===== src/rtl/mc_control_fsm.sv =====
// Multi-cycle MIPS-style control unit: Moore FSM whose datapath controls are a
// pure decode of the state register, with illegal codes recovering to FETCH.
module mc_control_fsm #(
  parameter logic [5:0] OP_RTYPE = 6'h00,
  parameter logic [5:0] OP_LW    = 6'h23,
  parameter logic [5:0] OP_SW    = 6'h2B,
  parameter logic [5:0] OP_BEQ   = 6'h04,
  parameter logic [5:0] OP_ADDI  = 6'h08,
  parameter logic [5:0] OP_J     = 6'h02
) (
  input  logic       clk,
  input  logic       rst_n,
  input  logic [5:0] opcode,
  output logic       pc_write,
  output logic       pc_write_cond,
  output logic       iord,
  output logic       mem_read,
  output logic       mem_write,
  output logic       ir_write,
  output logic       mem_to_reg,
  output logic       reg_dst,
  output logic       reg_write,
  output logic       alu_src_a,
  output logic [1:0] alu_src_b,
  output logic [1:0] alu_op,
  output logic [1:0] pc_source,
  output logic [3:0] state_o
);

  typedef enum logic [3:0] {
    S_IDLE   = 4'd0,
    S_FETCH  = 4'd1,
    S_DECODE = 4'd2,
    S_MEMADR = 4'd3,
    S_MEMRD  = 4'd4,
    S_MEMWB  = 4'd5,
    S_MEMWR  = 4'd6,
    S_RTEX   = 4'd7,
    S_RTWB   = 4'd8,
    S_BEQEX  = 4'd9,
    S_ADDIEX = 4'd10,
    S_ADDIWB = 4'd11,
    S_JEX    = 4'd12
  } state_e;

  // Kept as a plain vector so codes 13-15 remain representable and decodable.
  logic [3:0] state_q;
  logic [3:0] state_d;

  always_comb begin
    state_d = S_FETCH;
    case (state_q)
      S_IDLE:   state_d = S_FETCH;
      S_FETCH:  state_d = S_DECODE;
      S_DECODE: begin
        if (opcode == OP_LW || opcode == OP_SW) state_d = S_MEMADR;
        else if (opcode == OP_RTYPE)            state_d = S_RTEX;
        else if (opcode == OP_BEQ)              state_d = S_BEQEX;
        else if (opcode == OP_ADDI)             state_d = S_ADDIEX;
        else if (opcode == OP_J)                state_d = S_JEX;
        else                                    state_d = S_FETCH;
      end
      S_MEMADR: state_d = (opcode == OP_LW) ? S_MEMRD : S_MEMWR;
      S_MEMRD:  state_d = S_MEMWB;
      S_MEMWB:  state_d = S_FETCH;
      S_MEMWR:  state_d = S_FETCH;
      S_RTEX:   state_d = S_RTWB;
      S_RTWB:   state_d = S_FETCH;
      S_BEQEX:  state_d = S_FETCH;
      S_ADDIEX: state_d = S_ADDIWB;
      S_ADDIWB: state_d = S_FETCH;
      S_JEX:    state_d = S_FETCH;
      default:  state_d = S_FETCH;
    endcase
  end

  always_ff @(posedge clk or negedge rst_n) begin
    if (!rst_n) state_q <= S_IDLE;
    else        state_q <= state_d;
  end

  // Outputs depend on state only; reset reaches them through the async state clear.
  always_comb begin
    pc_write      = 1'b0;
    pc_write_cond = 1'b0;
    iord          = 1'b0;
    mem_read      = 1'b0;
    mem_write     = 1'b0;
    ir_write      = 1'b0;
    mem_to_reg    = 1'b0;
    reg_dst       = 1'b0;
    reg_write     = 1'b0;
    alu_src_a     = 1'b0;
    alu_src_b     = 2'd0;
    alu_op        = 2'd0;
    pc_source     = 2'd0;
    case (state_q)
      S_FETCH: begin
        mem_read  = 1'b1;
        ir_write  = 1'b1;
        alu_src_b = 2'd1;
        pc_write  = 1'b1;
      end
      S_DECODE: alu_src_b = 2'd3;
      S_MEMADR, S_ADDIEX: begin
        alu_src_a = 1'b1;
        alu_src_b = 2'd2;
      end
      S_MEMRD: begin
        mem_read = 1'b1;
        iord     = 1'b1;
      end
      S_MEMWB: begin
        reg_write  = 1'b1;
        mem_to_reg = 1'b1;
      end
      S_MEMWR: begin
        mem_write = 1'b1;
        iord      = 1'b1;
      end
      S_RTEX: begin
        alu_src_a = 1'b1;
        alu_op    = 2'd2;
      end
      S_RTWB: begin
        reg_write = 1'b1;
        reg_dst   = 1'b1;
      end
      S_BEQEX: begin
        alu_src_a     = 1'b1;
        alu_op        = 2'd1;
        pc_write_cond = 1'b1;
        pc_source     = 2'd1;
      end
      S_ADDIWB: reg_write = 1'b1;
      S_JEX: begin
        pc_write  = 1'b1;
        pc_source = 2'd2;
      end
      default: ;
    endcase
  end

  assign state_o = state_q;

endmodule

===== config.mk =====
export PLATFORM = sky130hd
export DESIGN_NAME = mc_control_fsm
export DESIGN_NICKNAME = d
export VERILOG_FILES = /design/src/rtl/mc_control_fsm.sv
export SDC_FILE = /design/constraint.sdc
export NUM_CORES = 1
export LEC_CHECK = 0
export ABC_AREA = 1
export CAP_MARGIN = 20
export CORE_AREA = 2 2 39 41
export CTS_BUF_LIST = sky130_fd_sc_hd__clkbuf_8
export CTS_CLUSTER_DIAMETER = 150
export DETAILED_ROUTE_END_ITERATION = 8
export DIE_AREA = 0 0 41 43
export PLACE_DENSITY_LB_ADDON = 0.12
export SYNTH_ARGS = -nofsm -noshare
export SYNTH_HDL_FRONTEND = slang
export SYNTH_SLANG_ARGS = --single-unit
export TNS_END_PERCENT = 20

===== constraint.sdc =====
create_clock -name clk -period 1.56 [get_ports clk]
set_input_delay 0.468 -clock clk [delete_from_list [all_inputs] [get_ports clk]]
set_output_delay 0.468 -clock clk [all_outputs]
set_load 0.02 [all_outputs]

## Word level (Yosys, flattened, before mapping)

Index checks and enable logic that the tools add are counted.

- Equality and inequality tests: 17
- Reduce and logical (&&, ||, !) cells: 8
- Multiplexer cells: 20

Operator list:

| operator | number |
|---|---|
| $pmux W4 S6 | 1 |
| $eq A4 B4 Y1 const B | 5 |
| $mux W4 | 5 |
| $eq A4 B3 Y1 const B | 4 |
| $eq A6 B6 Y1 const B | 2 |
| $mux W1 | 10 |
| $eq A4 B2 Y1 const B | 2 |
| $pmux W2 S2 | 2 |
| $reduce_or A2 Y1 | 4 |
| $eq A6 B2 Y1 const B | 1 |
| $eq A6 B3 Y1 const B | 1 |
| $eq A6 B4 Y1 const B | 1 |
| $logic_not A6 Y1 | 1 |
| $pmux W2 S3 | 1 |
| $eq A4 B1 Y1 const B | 1 |
| $reduce_or A4 Y1 | 1 |
| $reduce_or A3 Y1 | 1 |
| $mux W2 | 1 |
| $logic_or A1 B1 Y1 | 1 |

- Register bits: 4
- Word-level logic and storage cells: 46

## Longest topological paths before layout

Gate-level depths: netlist of the first run.

- Word-level depth: 7
- Depth in mapped cells: 7
- Mapped depth without buffers: 7

## Worst setup path before layout of the first run

OpenSTA, ideal clock, no wires.

- Path kind: flip-flop to output port
- Start point: reg state_q[0] (netlist: state_o[0])
- End point: out reg_write
- Slack: -283 ps
- Cell stages (with the launch flop): 6
- Arrival: 1375 ps
- Cells stage by stage: dfrtp_1 > nor2_1 > nand2_1 > nor2_1 > nor2_1 > o21ai_1

- Word-level cells in the longest chain between the ends: 3
- Elaborated cells on any way between the ends: 5
- Those cells by class: eq/ne (3); mux (1); reduce/logical (1)

Ends and longest elaborated chain:

| element | RTL line | text |
|---|---|---|
| start: declaration | 47 | `logic [3:0] state_q;` |
| start signal: assignment | 79 | `else state_q <= state_d;` |
| $eq A4 B4 Y1 or $eq A4 B3 Y1 (tied branches) | 97 | `case (state_q)` |
| $reduce_or A3 Y1 (no source line) (*) | -- |  |
| $mux W1 (*) | 97 |  |
| end: declaration | 22 | `output logic reg_write,` |

Every way passes the cells marked *; elsewhere a longest branch is shown, timed or not.

## Final worst setup path of the first run

- Start point: reg state_q[3] (netlist: state_o[3])
- End point: out pc_write

- Word-level cells in the longest chain between the ends: 3
- Elaborated cells on any way between the ends: 4
- Those cells by class: eq/ne (2); mux (1); reduce/logical (1)

Ends and longest elaborated chain:

| element | RTL line | text |
|---|---|---|
| $eq A4 B4 Y1 or $eq A4 B1 Y1 (tied branches) | 97 |  |
| $reduce_or A2 Y1 (no source line) (*) | -- |  |
| $mux W1 (*) | 97 |  |
| end: declaration | 14 | `output logic pc_write,` |

Marks and branches as above.

==> impl_metrics.csv, run 1 <==
group,metric,value,unit
worst_setup_path,arrival,1320,ps
logic_synthesis,synth_cell_type_count,13,
worst_setup_path,max_stage_delay,460,ps
timing,rsz0062_at_grt,"true",
run_status,status,"finished, violations left",
grt,antenna_found_initial,0,
pwr,pwr_density_cell,2144,mW/mm²
routing,drc_errors,0,
flow_run,maxCapViolCount,0,
finish,utilization,74.32,%
floorplan,rows,14,
worst_setup_path,start_kind,"register",
floorplan,die_y,43,µm
logic_synthesis,synth_nets,93,
timing,finalCritPeriodShare,114.4,%
cts,cts-root-buf,"clkbuf_8",
place,dp_hpwl,1143,µm
worst_setup_path,path_class,"reg -> out",
floorplan,initial_utilization,32.46,%
floorplan,die_w,41,µm
finish,final_cells,154,
routing,num_vias,688,
finish,syn2layout_area_growth,129.0,%
logic_synthesis,syn_area,449.2,µm²
finish,antenna-diode-count,0,
timing,relSlewSlack,83.98,%
cts,clock-sinks,4,
logic_synthesis,ys_seq_area_share,22.28,%
worst_setup_path,path_delay_family,"flip-flops",
pwr,p_int,1.166,mW
pwr,ir_drop,0.0009951,V
finish,register_area,105.1,µm²
worst_setup_path,slowest_stage,"dfrtp_2",
place,io_buffers,27,
pwr,power_frac_seq,12.3,%
logic_synthesis,yosysWarningCount,0,
worst_setup_path,crit_fanout,5,
routing,wl,1671,µm
place,dp_cells,143,
pwr,p_clk_share,10.2,%
finish,largest_register_ffs,4,
finish,drive_above_1_share,57.25,%
routing,ant_nets,0,
worst_setup_path,crit_buf_inv,3,
floorplan,die-area,0.001763,mm²
grt,grt_pass1_wl,2573,µm
floorplan,io_pins,28,
worst_setup_path,r2r_start,"state_o[3]$_DFF_PN0_",
run_status,violations,"negative setup slack",
worst_setup_path,required,1090,ps
timing,fmax,560.3,MHz
place,post-place-ws,-502.9,ps
finish,layout.nets,147,
worst_setup_path,reg2reg_depth,8,
pwr,power.leakage,0.5809,nW
routing,routedWlPerCell,10.85,µm
logic_synthesis,synth-seq-cells,4,
logic_synthesis,synth_area_per_cell,5.284,µm²
routing,avgViaCountPerCell,4.468,
timing,worst_pin_slew,239.4,ps
finish,multi_input_area,361.6,µm²
place,gp_congestion,0.8452,
timing,final_max_slew_viol_count,0,
floorplan,core,0.001384,mm²
pwr,switching_share,47.12,%
worst_setup_path,ff2ff_setup_slack,130,ps
finish,fill_cells,115,
finish,layout_common_cells,"buf_4 (35), nand2_1 (15), nor2_1 (12), inv_1 (10), nand3_1 (10)",
cts,clkLatencyLatePin,220,ps
worst_setup_path,crit_chain,"nor2_4, inv_2, nor2_4, inv_2, o21ai_2, buf_6",
timing,timing.final.ws_setup,-224.6,ps
timing,fin_skew,6.450,ps
worst_setup_path,end_kind,"primary output",
pwr,power.switching,1.039,mW
grt,grt_pass1_vias,631,
logic_synthesis,netlist_instances,85,
timing,hold_viol,0,
routing,dr.pass1.iters,4,
grt,grt_usage,22.18,%
logic_synthesis,synth_top_cell_by_area,"dfrtp_1",
worst_setup_path,timing.rr.end,"state_o[1]$_DFF_PN0_",
grt,grt_overflow,0,
logic_synthesis,synth_top_area_share,22.28,%
cts,numCtsBuffers,3,
grt,grt_max_degree,8,
logic_synthesis,synth_area_leaders,"dfrtp_1 (22%), nand2_1 (17%), nor2_1 (17%), inv_1 (14%), nand3_1 (11%)",
pwr,p_comb_share,77.5,%
timing,setup_viol,16,
routing,drt_iter0_drc,5,
cts,cts_tree,"done",
cts,clock_path_buffers,2,
timing,final.min_clock_period,1785,ps
cts,path_clk_slew,30,ps
cts,h-tree-depth,1,
pwr,finalPower,2.205,mW
hold_path,hp-class,"in -> async",
finish,layout_commonest_cell,"buf_4",
-- metal layers --
layer | global-route usage (%) | part of all wire (%) | vias to the layer above
li1 | - | - | 360
met1 | 22.48 | 38 | 304
met2 | 38.75 | 55 | 20
met3 | 1.571 | 3.9 | 4
met4 | 16.00 | 3.0 | 0
met5 | 0 | 0 | -
-- cell type report --
cell class / instances / share of cell area [%]
clock buffers: 3 / 4.015
well taps: 16 / 1.946
inverters: 18 / 6.569
repair buffers: 51 / 41.73
multi-input cells: 61 / 35.16
clock inverters: 1 / 0.3650
flip-flops and latches: 4 / 10.22
-- per-stage QoR --
step | hold slack [ps] | setup TNS [ps] | instance area, µm²
2_1_floorplan | 172.4 | -165.4 | 481.7
3_3_place_gp | 670.9 | -5955 | 884.6
3_5_place_dp | 678.8 | -6275 | 884.6
4_1_cts | 443.4 | -1683 | 957.2
5_1_grt | 460.8 | -2954 | 1028
6_report | 443.5 | -2149 | 1028
-- power groups by stage --
stage	Clock [mW]	Sequential [mW]	Combinational, mW
after global routing	0.238	0.276	1.83
after floorplan	0	0.268	0.645
after detailed placement	0	0.220	1.45
after CTS	0.231	0.254	1.54
after global placement	0	0.219	1.44
final	0.225	0.271	1.71
-- cell usage after synthesis --
library cell / instances
nor2_1: 20
inv_2: 1
nor2_2: 4
o21ai_0: 2
inv_1: 17
o21ai_1: 1
o21a_1: 1
nand2_1: 20
buf_4: 2
nand2_2: 2
nand3_1: 10
dfrtp_1: 4
nand4_1: 1
-- how the worst max path moves through the flow --
stage | startpoint | end | slack, ps | cells past startpoint
2_1_floorplan | state_o[1]$_DFF_PN0_ | reg_write | -60 | 5
3_3_place_gp | state_o[0]$_DFF_PN0_ | reg_write | -470 | 6
3_5_place_dp | state_o[0]$_DFF_PN0_ | reg_write | -500 | 6
4_1_cts | state_o[1]$_DFF_PN0_ | alu_src_b[0] | -180 | 6
5_1_grt | state_o[3]$_DFF_PN0_ | pc_write | -280 | 6
6_report | state_o[3]$_DFF_PN0_ | pc_write | -220 | 6
-- worst register-to-register path, stage by stage, from the launching register on --
cell,delay (ps)
dfrtp_2,460
nor2_4,170
inv_2,80
nor2_4,130
inv_2,70
buf_4,130
buf_4,120
buf_4,120
nand4_1,80
-- kinds of logic (layout without fill, tap and decap cells) --
group                  count (synthesis)  after routing  share of synthesized area [%]
AO/OA/AOI/OAI                          4              4                          5.014
flip-flops                             4              4                          22.29
buffers and inverters                 20             73                          18.38
AND/OR/NAND/NOR                       57             57                          54.32
-- what timing repair did --
action,in CTS,in global routing
hold buffers,0,0
pin swaps,5,7
gates cloned,0,0
setup buffers,3,4
setup endpoints to repair,20,17
resized for setup,107,14
Power figures use the tool's default switching activity.
==> run 2: changes to the inputs <==
Settings changed: ABC_AREA 1 to not set, CORE_AREA 2 2 39 41 to not set, CORE_UTILIZATION set to 35, DIE_AREA 0 0 41 43 to not set, GPL_TIMING_DRIVEN set to 0.
==> run 2 against run 1 <==
The flow still finishes with violations (negative setup slack). Synthesized area is 4.7% higher. Combinational power is 12% lower. Non-clock buffer count is 5 lower. Final area is 5.1% lower. Highest routed layer unchanged. Worst setup slack worse by 230 ps. Maximum frequency is 11% lower. First-iteration DRC count is 140% higher. Global-route usage is 1.3 points higher. Critical path depth is 1 lower.
==> impl_metrics.csv, run 2 <==
group,metric,value,unit
routing,dr.pass1.iters,4,
logic_synthesis,async_flop_share,100.0,%
place,gp_congestion,0.8388,
logic_synthesis,yosysWarningCount,0,
worst_setup_path,reg2reg_depth,4,
grt,grt_use_met2,38.75,%
logic_synthesis,synth-seq-cells,4,
logic_synthesis,ys_seq_area_share,21.28,%
timing,fmax,497.0,MHz
finish,layout_common_cells,"buf_4 (23), nor2_1 (8), clkdlybuf4s50_1 (7), clkbuf_8 (5)",
floorplan,die-area,0.001495,mm²
timing,relSlewSlack,82.68,%
timing,hold_slack,453.4,ps
cts,path_clk_slew,30,ps
grt,grt_usage,23.47,%
routing,drc_errors,0,
pwr,power.leakage,0.4575,nW
cts,h-tree-depth,1,
cts,cts-root-buf,"clkbuf_8",
timing,worst_pin_slew,258.7,ps
run_status,violations,"negative setup slack",
routing,num_vias,639,
worst_setup_path,end_kind,"primary output",
logic_synthesis,synth_top_area_share,21.28,%
grt,grt_pass1_wl,2339,µm
worst_setup_path,cpMostUsedCell,"buf_6",
worst_setup_path,endpoint,"reg_write",
floorplan,initial_utilization,40.17,%
timing,final.min_clock_period,2012,ps
cts,cts_tree,"done",
timing,finalCritPeriodShare,129.0,%
grt,grt_max_degree,11,
routing,avgViaCountPerCell,5.281,
place,dp_hpwl,957.6,µm
routing,routedWlPerCell,14.26,µm
logic_synthesis,ys.flop_type,"dfrtp_1",
finish,layout_commonest_cell,"buf_4",
logic_synthesis,synth_top_cell_by_area,"dfrtp_1",
worst_setup_path,max_stage_delay,400,ps
pwr,pwr_density_cell,1985,mW/mm²
worst_setup_path,crit_path_start,"state_o[2]$_DFF_PN0_",
grt,antenna_found_initial,0,
logic_synthesis,synth_cell_type_count,33,
logic_synthesis,synth_area_per_cell,7.467,µm²
cts,numCtsBuffers,3,
grt,grt_overflow,0,
floorplan,die_y,38.66,µm
place,dpl_cell_area,792.0,µm²
routing,ant_nets,0,
finish,fin_area,975.9,µm²
floorplan,io_pins,28,
hold_path,hp-class,"in -> async",
place,post-place-ws,-745.1,ps
logic_synthesis,synth_edf_count,0,
finish,drive_above_1_share,53.27,%
timing,final_max_slew_viol_count,0,
cts,clock-sinks,4,
timing,rsz0062_at_grt,"true",
worst_setup_path,r2r_start,"state_o[2]$_DFF_PN0_",
finish,antenna-diode-count,0,
finish,largest_register_ffs,4,
worst_setup_path,ff2ff_setup_slack,20,ps
timing,setup_viol,16,
run_status,status,"finished, violations left",
logic_synthesis,synth_nets,71,
grt,grt_pass1_vias,566,
worst_setup_path,arrival,1540,ps
cts,clock_path_buffers,2,
floorplan,core,0.001171,mm²
routing,drt_iter0_drc,12,
flow_run,maxCapViolCount,0,
logic_synthesis,syn_area,470.5,µm²
logic_synthesis,netlist_instances,63,
logic_synthesis,yosys-top-cells-count,"nor2_1 (9), dfrtp_1 (4), nor3_1 (4), o21ai_0 (4), nand2b_1 (3)",
pwr,ir_drop,0.001438,V
floorplan,rows,12,
grt,grtUsageMet1,26.22,%
grt,gr-usage-met3,4.046,%
timing,timing.final.ws_setup,-452.2,ps
worst_setup_path,crit_chain,"buf_6, or2b_4, mux2_4, o22ai_4, buf_6",
routing,wl,1726,µm
timing,hold_viol,0,
worst_setup_path,start_kind,"register",
timing,fin_skew,3.961,ps
worst_setup_path,slowest_stage,"dfrtp_2",
worst_setup_path,timing.rr.end,"state_o[1]$_DFF_PN0_",
finish,layout.nets,116,
logic_synthesis,yosysMostFrequentCell,"nor2_1",
grt,grt_busiest_layer,"met2",
logic_synthesis,synth_area_leaders,"dfrtp_1 (21%), nor2_1 (7.2%), mux2i_1 (4.3%), nor3_1 (4.3%), o21ai_0 (4.3%)",
worst_setup_path,crit_fanout,5,
worst_setup_path,required,1090,ps
cts,clkLatencyLatePin,220,ps
pwr,finalPower,1.937,mW
finish,syn2layout_area_growth,107.4,%
timing,setup_tns,-4240,ps
floorplan,die_w,38.66,µm
place,io_buffers,27,
worst_setup_path,path_class,"reg -> out",
run 2: changes by cell type after synthesis, sizes merged, moves of 3 or more:
cell	change
nand2	-20
nor2	-15
nand2b	+3
nor3	+4
nand3	-9
inv	-16
run 2: routing by layer:
metal	share of wire [%]	wire length [µm]
met1	43	750
met2	52	891
met3	3.2	56
met4	1.6	27
met5	0	0
run 2: worst min-delay path by stage:
| stage | start | end | depth (start not counted) |
|---|---|---|---|
| CTS | rst_n | state_o[0]$_DFF_PN0_ | 1 |
| detailed placement | rst_n | state_o[1]$_DFF_PN0_ | 1 |
| finish | rst_n | state_o[0]$_DFF_PN0_ | 1 |
| floorplan | rst_n | state_o[0]$_DFF_PN0_ | 0 |
| global placement | rst_n | state_o[1]$_DFF_PN0_ | 1 |
| global route | rst_n | state_o[0]$_DFF_PN0_ | 1 |
run 2: power breakdown:
group / leakage (nW) / switching (mW) / internal [mW] / total, mW
clock network: 0.0269 / 0.0543 / 0.168 / 0.222
registers: 0.0475 / 0.0503 / 0.151 / 0.201
logic: 0.383 / 0.779 / 0.735 / 1.51
run 2: critical path: cells and delay by family, from the launching register on:
| kind | cells | cell delay, ps |
|---|---|---|
| muxes | 1 | 290 |
| buffers and inverters | 2 | 260 |
| and+or+nand+nor | 1 | 270 |
| AOI/OAI and AO/OA | 1 | 100 |
| DFF | 1 | 400 |
run 2: area by class of cell:
type	instances	area, µm²
timing repair buffer	40	335.3
fill	75	195.2
clock inverter	1	3.754
sequential	4	102.6
multi-input combinational	51	402.9
tap	14	17.52
clock buffer	3	41.29
buffer	6	65.06
inverter	2	7.507
run 2: kinds of logic after synthesis:
kind of cell	Yosys count	share of synthesized area (%)
flip-flops	4	21.28
buffers and inverters	8	8.511
XOR/XNOR	3	5.586
AO/OA/AOI/OAI	14	19.15
AND/OR/NAND/NOR	31	38.83
multiplexers	3	6.649
run 2: stage by stage:
step	util, %	std cells
after floorplan	-	63
after global placement	67.63	104
after detailed placement	67.63	104
after CTS	77.14	117
after global routing	83.33	121
final	83.33	121
run 2: repair_timing:
action | in CTS | in global routing
gates cloned | 1 | 0
endpoints found under the hold margin | 0 | 0
setup buffers | 8 | 5
resized for setup | 89 | 11
endpoints found under the setup margin | 20 | 20
hold buffers | 0 | 0
pin swaps | 1 | 3
==> run 3: changes to the inputs <==
Settings changed: SKIP_CTS_REPAIR_TIMING set to 1, SLEW_MARGIN set to 30.
==> run 3 against run 2 <==
Largest cell class unchanged. First-iteration DRC count decreased by 75%. The run still ends with negative setup slack left. Maximum frequency decreased by 0.45%. Worst setup slack got worse by 9.1 ps.
==> impl_metrics.csv, run 3 (same netlist as run 2, synthesis figures left out) <==
group,metric,value,unit
run_status,status,"finished, violations left",
run_status,violations,"negative setup slack",
cts,clkLatencyLatePin,220,ps
pwr,p_clk_share,12.9,%
grt,grtUsageMet1,21.68,%
grt,grt_max_degree,11,
pwr,p_int,914.6,µW
worst_setup_path,start_kind,"register",
routing,ant_nets,0,
pwr,switching_share,46.81,%
pwr,power.switching,804.9,µW
pwr,power.leakage,0.4356,nW
place,io_buffers,27,
grt,grt_usage,19.28,%
grt,antenna_found_initial,0,
floorplan,rows,12,
worst_setup_path,crit_fanout,7,
finish,syn2layout_area_growth,85.64,%
grt,grt_use_met2,31.25,%
worst_setup_path,cpMostUsedCell,"buf_6",
worst_setup_path,max_stage_delay,410,ps
pwr,ir_drop,0.001275,V
routing,routedWlPerCell,12.24,µm
place,post-place-ws,-745.1,ps
routing,num_vias,568,
cts,clock-sinks,4,
cts,cts-root-buf,"clkbuf_8",
grt,grt_overflow,0,
timing,final_max_slew_viol_count,0,
floorplan,io_pins,28,
timing,fin_skew,3.786,ps
flow_run,maxCapViolCount,0,
worst_setup_path,arrival,1550,ps
timing,relSlewSlack,83.60,%
pwr,power_frac_seq,12.4,%
worst_setup_path,path_class,"reg -> out",
finish,layout_commonest_cell,"buf_4",
hold_path,hp-class,"in -> async",
floorplan,initial_utilization,40.17,%
timing,rsz0062_at_grt,"true",
timing,fmax,494.7,MHz
finish,layout.nets,109,
pwr,pwr_density_cell,1969,mW/mm²
timing,hold_viol,0,
place,gp_congestion,0.8388,
cts,cts_tree,"done",
grt,grt_busiest_layer,"met2",
routing,wl,1395,µm
cts,clock_path_buffers,2,
timing,final.min_clock_period,2021,ps
timing,finalCritPeriodShare,129.6,%
floorplan,die_y,38.66,µm
finish,fill_cells,108,
worst_setup_path,crit_chain,"buf_6, or2b_4, mux2_4, o22ai_4, buf_6",
pwr,p_comb_share,74.8,%
cts,numCtsBuffers,3,
routing,dr.pass1.iters,4,
grt,grt_pass1_wl,1904,µm
finish,largest_register_ffs,4,
routing,avgViaCountPerCell,4.982,
floorplan,die_w,38.66,µm
timing,timing.final.ws_setup,-461.3,ps
cts,h-tree-depth,1,
finish,antenna-diode-count,0,
grt,gr-usage-met3,3.468,%
routing,drt_iter0_drc,3,
floorplan,core,0.001171,mm²
pwr,finalPower,1.720,mW
finish,layout_common_cells,"buf_4 (14), nor2_1 (8), clkdlybuf4s50_1 (8), buf_6 (5), buf_2 (5)",
timing,worst_pin_slew,245.0,ps
cts,path_clk_slew,30,ps
finish,drive_above_1_share,44.00,%
timing,setup_viol,17,
routing,drc_errors,0,
worst_setup_path,required,1090,ps
floorplan,die-area,0.001495,mm²
place,dp_hpwl,957.6,µm
grt,grt_pass1_vias,472,
worst_setup_path,end_kind,"primary output",
worst_setup_path,slowest_stage,"dfrtp_2",
==> run 3: changes by cell type in the layout (fill, tap and decap cells not counted), moves of 2 or more <==
cell / delta
buf_4: -9
clkbuf_2: +4
clkdlybuf4s15_2: -4
dlymetal6s2s_1: +3
buf_2: +2
clkbuf_8: -2
dlygate4sd2_1: -2
==> run 3: worst max-delay path: cells and delay by family (launching register included) <==
| kind | cells | cell delay [ps] |
|---|---|---|
| compound gates | 1 | 100 |
| buf+inv | 2 | 260 |
| flops | 1 | 410 |
| mux | 1 | 290 |
| simple gates | 1 | 270 |
==> run 3: area by class of cell <==
type                            count  area, µm²  share of cell area [%]
Multi-Input combinational cell     51      375.4                   42.98
Timing Repair Buffer               33      264.0                   30.23
Sequential cell                     4      103.9                   11.89
Buffer                              6      60.06                   6.877
Clock buffer                        3      41.29                   4.728
Tap cell                           14      17.52                   2.006
Inverter                            2      7.507                  0.8596
Clock inverter                      1      3.754                  0.4298
==> run 3: path summary, 6_finish.rpt <==
path	from	slack (ps)	end	cells past startpoint
worst max-delay path	state_o[2]$_DFF_PN0_	-460	reg_write	5
worst min-delay path	rst_n	450	state_o[0]$_DFF_PN0_	1
worst max register to register	state_o[2]$_DFF_PN0_	80	state_o[3]$_DFF_PN0_	5
worst min register to register	state_o[3]$_DFF_PN0_	670	state_o[2]$_DFF_PN0_	2
max in group asynchronous	rst_n	940	state_o[1]$_DFF_PN0_	1
min in group clk	state_o[3]$_DFF_PN0_	670	state_o[2]$_DFF_PN0_	2
==> run 3: metrics by stage <==
step / setup TNS (ps) / hold slack (ps) / area (µm²) / instances / util (%)
after floorplan: -2207 / 172.4 / 504.2 / 63 / -
after global placement: -8404 / 674.6 / 792.0 / 104 / 67.63
after detailed placement: -8526 / 676.7 / 792.0 / 104 / 67.63
after CTS: -12250 / 445.6 / 837.1 / 108 / 71.47
after global routing: -4685 / 457.4 / 873.3 / 114 / 74.57
final: -3658 / 446.3 / 873.3 / 114 / 74.57
==> run 3: metal layers <==
layer,up-vias,wire (µm)
met5,-,0
met4,0,8
li1,297,-
met1,254,666
met3,2,46
met2,15,673
==> run 3: power by group through the flow <==
stage / Sequential, mW / Clock, mW / Combinational (mW)
2_1_floorplan: 0.240 / 0 / 0.729
3_5_place_dp: 0.198 / 0 / 1.25
3_3_place_gp: 0.198 / 0 / 1.25
4_1_cts: 0.197 / 0.230 / 1.25
5_1_grt: 0.220 / 0.242 / 1.38
6_report: 0.213 / 0.221 / 1.29
